`config.mk`:
```
export PLATFORM = sky130hd
export DESIGN_NAME = sha_last_pipelined_nonce_scheduler
export DESIGN_NICKNAME = d
export VERILOG_FILES = /design/src/rtl/sha_last_pipelined_nonce_scheduler_pkg.sv /design/src/rtl/sha_last_pipelined_nonce_scheduler.sv
export SDC_FILE = /design/constraint.sdc
export NUM_CORES = 1
export LEC_CHECK = 0
export CAP_MARGIN = 20
export CORE_ASPECT_RATIO = 0.7
export CORE_UTILIZATION = 50
export DETAILED_ROUTE_END_ITERATION = 7
export GPL_ROUTABILITY_DRIVEN = 0
export GPL_TIMING_DRIVEN = 0
export PLACE_DENSITY_LB_ADDON = 0.12
export SYNTH_ARGS = -nofsm -noshare
export SYNTH_HDL_FRONTEND = slang
export SYNTH_SLANG_ARGS = --single-unit
```
`constraint.sdc`:
```
create_clock -name clk -period 4.6 [get_ports clk]
set_clock_uncertainty 0.05 [all_clocks]
set_input_delay 0.92 -clock clk [delete_from_list [all_inputs] [get_ports clk]]
set_output_delay 0.92 -clock clk [all_outputs]
set_load 0.05 [all_outputs]
```
`src/rtl/sha_last_pipelined_nonce_scheduler_pkg.sv`:
```
// Shared definitions for the double-SHA-256 nonce scheduler.
package sha_last_pipelined_nonce_scheduler_pkg;

  // Scheduler phases: waiting for work, issuing nonces, draining the pipe, reporting.
  typedef enum logic [1:0] {
    IDLE  = 2'd0,
    ISSUE = 2'd1,
    DRAIN = 2'd2,
    DONE  = 2'd3
  } SchedState;

  // Stage count of the super-pipelined core through the last pad/hash stage.
  localparam int unsigned DEFAULT_PIPE_DEPTH = 134;

endpackage

```
`src/rtl/sha_last_pipelined_nonce_scheduler.sv`:
```
// Nonce scheduler at the head of the double-SHA-256 pipeline: accepts one work
// unit, issues one nonce per cycle, then waits out the pipeline drain.
module sha_last_pipelined_nonce_scheduler
  import sha_last_pipelined_nonce_scheduler_pkg::*;
#(
  parameter int unsigned PIPE_DEPTH = DEFAULT_PIPE_DEPTH
) (
  input  logic        clk,
  input  logic        rst,
  input  logic        work_valid_i,
  output logic        work_ready_o,
  input  logic [31:0] nonce_start_i,
  input  logic [31:0] nonce_count_i,
  input  logic        hold_i,
  input  logic        abort_i,
  output logic        valid_o,
  output logic        newblock_o,
  output logic [31:0] nonce_o,
  output logic        busy_o,
  output logic        done_o
);

  localparam int unsigned           DRAIN_W    = $clog2(PIPE_DEPTH + 1);
  localparam logic [DRAIN_W-1:0]    DRAIN_LOAD = DRAIN_W'(PIPE_DEPTH);
  localparam logic [DRAIN_W-1:0]    DRAIN_ONE  = DRAIN_W'(1);

  SchedState           state_q, state_d;
  logic [31:0]         cur_q, cur_d;
  logic [31:0]         rem_q, rem_d;
  logic [DRAIN_W-1:0]  drain_q, drain_d;
  logic                pend_q, pend_d;
  logic                valid_q, valid_d;
  logic                newblock_q, newblock_d;
  logic [31:0]         nonce_q, nonce_d;
  logic                done_q, done_d;

  logic                load;
  logic                cont;
  logic                issue;
  logic [31:0]         src_cur;
  logic [31:0]         src_rem;
  logic                src_pend;

  // State and datapath registers with asynchronous active-low reset.
  always_ff @(posedge clk or negedge rst) begin
    if (!rst) begin
      state_q    <= IDLE;
      cur_q      <= '0;
      rem_q      <= '0;
      drain_q    <= '0;
      pend_q     <= 1'b0;
      valid_q    <= 1'b0;
      newblock_q <= 1'b0;
      nonce_q    <= '0;
      done_q     <= 1'b0;
    end else begin
      state_q    <= state_d;
      cur_q      <= cur_d;
      rem_q      <= rem_d;
      drain_q    <= drain_d;
      pend_q     <= pend_d;
      valid_q    <= valid_d;
      newblock_q <= newblock_d;
      nonce_q    <= nonce_d;
      done_q     <= done_d;
    end
  end

  // Next-state logic and drain countdown.
  always_comb begin
    state_d = state_q;
    drain_d = drain_q;
    unique case (state_q)
      IDLE: begin
        if (work_valid_i) begin
          state_d = (nonce_count_i == '0) ? DONE : ISSUE;
        end
      end
      ISSUE: begin
        // rem_q counts nonces still to issue, so zero here means the final
        // issue is already on valid_o; an abort in the same cycle is identical.
        if (rem_q == '0 || abort_i) begin
          state_d = DRAIN;
          drain_d = DRAIN_LOAD;
        end
      end
      DRAIN: begin
        if (drain_q <= DRAIN_ONE) begin
          state_d = DONE;
        end else begin
          drain_d = drain_q - DRAIN_ONE;
        end
      end
      DONE: begin
        state_d = IDLE;
      end
      default: state_d = IDLE;
    endcase
    done_d = (state_d == DONE);
  end

  // Nonce issue: the registered outputs of cycle t+1 are decided from hold_i of cycle t.
  always_comb begin
    load     = (state_q == IDLE) && work_valid_i && (nonce_count_i != '0);
    cont     = (state_q == ISSUE) && (rem_q != '0) && !abort_i;
    issue    = (load || cont) && !hold_i;
    src_cur  = load ? nonce_start_i : cur_q;
    src_rem  = load ? nonce_count_i : rem_q;
    src_pend = load || pend_q;

    cur_d      = src_cur;
    rem_d      = src_rem;
    pend_d     = src_pend;
    valid_d    = 1'b0;
    newblock_d = 1'b0;
    nonce_d    = nonce_q;
    if (issue) begin
      valid_d    = 1'b1;
      nonce_d    = src_cur;
      newblock_d = src_pend;
      cur_d      = src_cur + 32'd1;
      rem_d      = src_rem - 32'd1;
      pend_d     = 1'b0;
    end
  end

  // Output decode from the state register and registered issue signals.
  always_comb begin
    work_ready_o = (state_q == IDLE);
    busy_o       = (state_q == ISSUE) || (state_q == DRAIN);
    valid_o      = valid_q;
    newblock_o   = newblock_q;
    nonce_o      = nonce_q;
    done_o       = done_q;
  end

endmodule

```
==> flow_metrics.tcl, run 1 <==
set metrics [dict create \
    status "finished, final reports clean" \
    maxCapViolations 0 \
    die_h_um 99.2 \
    drive_gt1_share_pct 9.38 \
    grt_pass1_vias 6276 \
    crit_cells 18 \
    clockBufferDepth 2 \
    initial_core_util_pct 51.2 \
    crit_required_ns 4.78 \
    reg2regPathDepth 17 \
    nets 936 \
    wire_per_inst_um 20.1 \
    r2r_slack_ns 0.52 \
    placed_cell_area_um2 8060 \
    ant_nets 0 \
    power_leakage_nw 3.45 \
    syn_to_final_growth_pct 29.3 \
    worstSetupStartpointType "input port" \
    postCtsHoldBufs 0 \
    ioPinCount 106 \
    grt_max_degree 68 \
    die-area_um2 14000 \
    tightest_slew_ns 0.965 \
    fin_area_um2 8730 \
    arrival_ns 4.68 \
    cts_tree "built" \
    cp_max_fo 10 \
    async_reset_ff_share_pct 100 \
    yosys_warnings 0 \
    slew_headroom_pct 35.1 \
    powerDensity_nw_per_um2 620 \
    finalSetupViolCount 0 \
    ir_drop_uv 496 \
    fin_crit_ns 4.49 \
    drc_errors 0 \
    synth_cell_types 55 \
    dr.pass1.iters 5 \
    vias 6436 \
    vias_per_cell 6.14 \
    numCtsBuffers 9 \
    syn_nets 816 \
    cp_slowest_stage_delay_ns 0.58 \
    syn_avg_cell_area_um2 9.14 \
    grt_antenna_before_repair 0 \
    r2r-end "rem_q[30]" \
    rr_startpoint "state_q[0]" \
    rows 35 \
    slew_viol_final 0 \
    grt_remaining_overflow 0 \
    ys_ff_latch 110 \
    clock_latency_ns 0.35 \
    cts-root-buf "clkbuf_16" \
    critical_path.endpoint "rem_q[30]" \
    total_power_mw 5.41 \
    crit_start "nonce_count_i[18]" \
    setup.worst_path.end_class "flip-flop" \
    antenna_cells 0 \
    critPathSlowestCell "clkdlybuf4s50_1" \
    h-tree-depth 3 \
    crit_family "buffers and inverters" \
    crit_type "in2reg" \
    ys.flop_type "dfrtp_1" \
    portBuffers 105 \
    dp_hpwl_um 15300 \
    worstHoldPathType "in2async" \
    fmax_ghz 0.223 \
    finalCritPeriodShare_pct 97.7 \
    wirelength_um 21000 \
    netlist_area_um2 6750 \
    grt_pass1_wl_um 33600 \
    grtUsageTotal_pct 31.3 \
    finalHoldViolations 0 \
    dieWidth_um 141 \
    crit_chain "clkdlybuf4s50_1 -> nor3_4 -> and2_1 -> and3_1 -> clkbuf_4 -> nor2_4 -> buf_8 -> buf_4 -> clkbuf_8 -> mux2i_4 -> ha_2 -> nand2b_4 -> inv_1 -> o211ai_4 -> buf_6 -> nor4_4 -> xnor2_1 -> mux2i_1" \
    seq_area_frac_synth_pct 40.8 \
    synth_edf_count 0 \
    layout.cells.most_common "dfrtp_1" \
    drt_first_iter_violations 579 \
    worst-path-buf-inv 7 \
    cts_num_sinks 110 \
    setup_tns_ns 0 \
    core_area_um2 13200 \
    layout_common_cells "110 x dfrtp_1, 88 x clkdlybuf4s50_1, 76 x nor2_1, 57 x nand2_1, 57 x xnor2_1" \
    synthCells 739 \
    path_clk_slew_ns 0.08 \
]
cell type report:
type / instances / area, µm²
plain buffers: 32 / 190
clock buffers: 12 / 267
clock inverters: 4 / 28.8
fillers: 1078 / 4450
inverters: 11 / 41.3
multi-input cells: 585 / 4080
flip-flops and latches: 110 / 2750
well taps: 185 / 231
repair buffers: 110 / 1140
per-layer routing:
metal	global-route usage, %	share of wire, %	up-vias
met2	47.1	45	324
met3	6.11	8.1	39
met1	45.5	45	3170
met5	0	0	-
met4	9.70	1.8	0
li1	-	-	2903
cell usage after synthesis, types with 3 or more instances:
master,instances,area [µm²]
nor4_1,32,200
nand3b_1,3,22.5
mux2i_1,57,571
nand3_1,31,155
nor4b_1,4,35.0
a21o_1,4,30.0
and2_1,8,50.1
nor3_1,25,125
mux2_2,3,33.8
buf_1,7,26.3
buf_2,8,40.0
ha_1,8,100
inv_1,11,41.3
o21ai_1,7,35.0
xnor2_1,57,499
or2_2,5,31.3
or3_1,20,125
nand2b_1,6,37.5
clkbuf_1,16,60.1
xor2_1,25,219
a31oi_1,18,113
a211oi_1,4,30.0
nor2b_1,4,25.0
o21ai_0,21,105
and3_1,15,93.8
and4_1,3,26.3
nand2_1,58,218
a21oi_1,45,225
nor2_1,77,289
nand4_1,13,81.3
dfrtp_1,110,2750
o22ai_1,3,18.8
through the flow:
step                util (%)  instances  hold slack [ns]  worst slack, ns
finish                  66.2       1049            0.432            0.108
global route            66.2       1049            0.467          -0.0557
CTS                     65.0       1049            0.446           0.0108
detailed placement      61.2       1030            0.432            -1.93
global placement        60.9       1029            0.431            -1.90
floorplan                  -        739            0.402            0.130
power breakdown:
part	internal, mW	leakage (nW)	switching (mW)	total [mW]
registers	1.43	1.28	0.401	1.84
logic	1.04	2.03	1.75	2.79
clock network	0.414	0.141	0.372	0.786
total	2.89	3.45	2.52	5.41
worst min-delay path by stage:
stage           start   endpoint  depth (start not counted)  slack [ns]
2_1_floorplan  pend_q     pend_q                          2        0.40
3_5_place_dp   pend_q     pend_q                          2        0.43
5_1_grt           rst  rem_q[30]                          1        0.47
4_1_cts           rst  rem_q[28]                          1        0.45
3_3_place_gp   pend_q     pend_q                          2        0.43
6_report          rst  rem_q[28]                          1        0.43
repair_timing:
item                                    in CTS  in global routing
pin swaps                                    3                  7
setup buffers                                3                  1
cloned                                       0                  0
resized for setup                           47                 36
endpoints found under the setup margin      40                 22
flip-flops by register name (all words and copies together), names as in the netlist:
signal / cells
nonce_o: 32
drain_q: 8
state_q: 2
rem_q: 32
pend_q: 1
cur_q: 32
valid_o: 1
newblock_o: 1
done_o: 1
logic make-up (layout without fill, tap and decap cells):
kind of cell	count (synthesis)	after routing	share of synthesized area, %
xor+xnor	82	82	10.6
simple gates	315	315	23.9
flops	110	110	40.8
fa+ha+maj	8	8	1.48
compound gates	120	120	11.5
buf+inv	44	169	2.76
mux	60	60	8.95
No activity file was read; power rests on OpenSTA's default activity.
==> run 2, diff against run 1 <==
ABC_CLOCK_PERIOD_IN_PS = 4600   (was unset)
CORE_MARGIN = 2   (was unset)
CORE_UTILIZATION = 35   (was 50)
==> flow_metrics.tcl, run 2 (synthesis results as in run 1) <==
set metrics [dict create \
    grt_antenna_before_repair 0 \
    cp_max_fo 10 \
    syn_to_final_growth_pct 30.9 \
    path_clk_slew_ns 0.08 \
    ant_nets 0 \
    postCtsHoldBufs 0 \
    slew_headroom_pct 32.7 \
    maxCapViolations 0 \
    clock_latency_ns 0.37 \
    r2r_slack_ns 0.55 \
    crit_required_ns 4.85 \
    cts-root-buf "clkbuf_16" \
    finalCritPeriodShare_pct 97.7 \
    h-tree-depth 3 \
    tightest_slew_ns 1.00 \
    worstHoldPathType "in2async" \
    setup.worst_path.end_class "flip-flop" \
    rows 42 \
    reg2regPathDepth 17 \
    crit_type "in2reg" \
    grt_pass1_vias 6328 \
    portBuffers 105 \
    fmax_ghz 0.223 \
    drive_gt1_share_pct 10.0 \
    vias_per_cell 5.70 \
    ioPinCount 106 \
    holdWs_ns 0.372 \
    dr.pass1.iters 5 \
    wire_per_inst_um 20.6 \
    numCtsBuffers 9 \
    layout.cells.most_common "dfrtp_1" \
    finalHoldViolations 0 \
    grt_pass1_wl_um 36200 \
    finalSetupViolCount 0 \
    status "finished, final reports clean" \
    worstSetupStartpointType "input port" \
    r2r-end "cur_q[28]" \
    postLayoutCoreUtil_pct 46.7 \
    ir_drop_uv 472 \
    wirelength_um 22800 \
    drc_errors 0 \
    power_leakage_nw 3.46 \
    layout_common_cells "110 x dfrtp_1, 89 x clkdlybuf4s50_1, 76 x nor2_1" \
    nets 939 \
    cts_tree "built" \
    grtUsageTotal_pct 23.2 \
    slew_viol_final 0 \
    antenna_cells 0 \
    vias 6326 \
    die-area_um2 20400 \
    cts_num_sinks 110 \
    arrival_ns 4.74 \
    grt_max_degree 81 \
    grt_remaining_overflow 0 \
    dieWidth_um 170 \
    drt_first_iter_violations 749 \
    core_area_um2 18900 \
    rr_startpoint "state_q[1]" \
    powerDensity_nw_per_um2 620 \
    dp_hpwl_um 16800 \
    die_h_um 120 \
    fin_crit_ns 4.49 \
    initial_core_util_pct 35.7 \
    clockBufferDepth 2 \
]
-- run 2: critical path, stage by stage --
cell and delay (ns):
clkdlybuf4s50_1 0.63, nor3_4 0.09, and2_1 0.19, nand3_2 0.15, buf_6 0.18, buf_1 0.53, nand4_1 0.18, a222oi_1 0.67
nand3_1 0.36, nor4_2 0.64, xnor2_1 0.18
-- run 2: cell type report --
cell class,instances,area (µm²)
clock buffers,9,225
inverters,11,41.3
well taps,242,303
multi-input cells,585,4060
flip-flops and latches,110,2750
repair buffers,113,1170
plain buffers,32,201
clock inverters,7,87.6
fillers,1806,10100
-- run 2: where the power goes --
group	internal, mW	switching (mW)
logic	1.03	1.76
clock network	0.438	0.421
registers	1.43	0.395
-- run 2: stage by stage --
| step | TNS [ns] | setup slack [ns] | instances | area, µm² | power, mW |
|---|---|---|---|---|---|
| 6_report | 0 | 0.107 | 1109 | 8840 | 5.48 |
| 5_1_grt | -0.150 | -0.0516 | 1109 | 8840 | 5.82 |
| 4_1_cts | 0 | 0.00506 | 1107 | 8670 | 5.45 |
| 3_5_place_dp | -65.47 | -2.17 | 1087 | 8130 | 4.53 |
| 3_3_place_gp | -279.05 | -2.15 | 1086 | 8110 | 4.46 |
| 2_1_floorplan | 0 | 0.130 | 739 | 6750 | 3.61 |
-- run 2: per-layer routing --
layer	up-vias	part of all wire [%]	track usage, %
met2	255	41	33.3
li1	2923	-	-
met5	-	0	0
met4	0	1.3	4.81
met3	25	7.3	3.96
met1	3123	50	36.3
-- run 2: timing repair --
item | in CTS | in global routing
resized for setup | 49 | 37
pin swaps | 3 | 10
endpoints found under the setup margin | 53 | 22
buffers inserted | 4 | 3
-- run 2: how the worst max path moves through the flow --
stage                                 start        end  depth (start not counted)
final                     nonce_count_i[16]  cur_q[31]                         11
after global routing      nonce_count_i[13]  rem_q[24]                         17
after CTS                 nonce_count_i[25]  rem_q[24]                         18
after detailed placement  nonce_count_i[25]  cur_q[28]                         18
after global placement    nonce_count_i[26]  cur_q[28]                         18
after floorplan           nonce_count_i[26]  cur_q[28]                         17
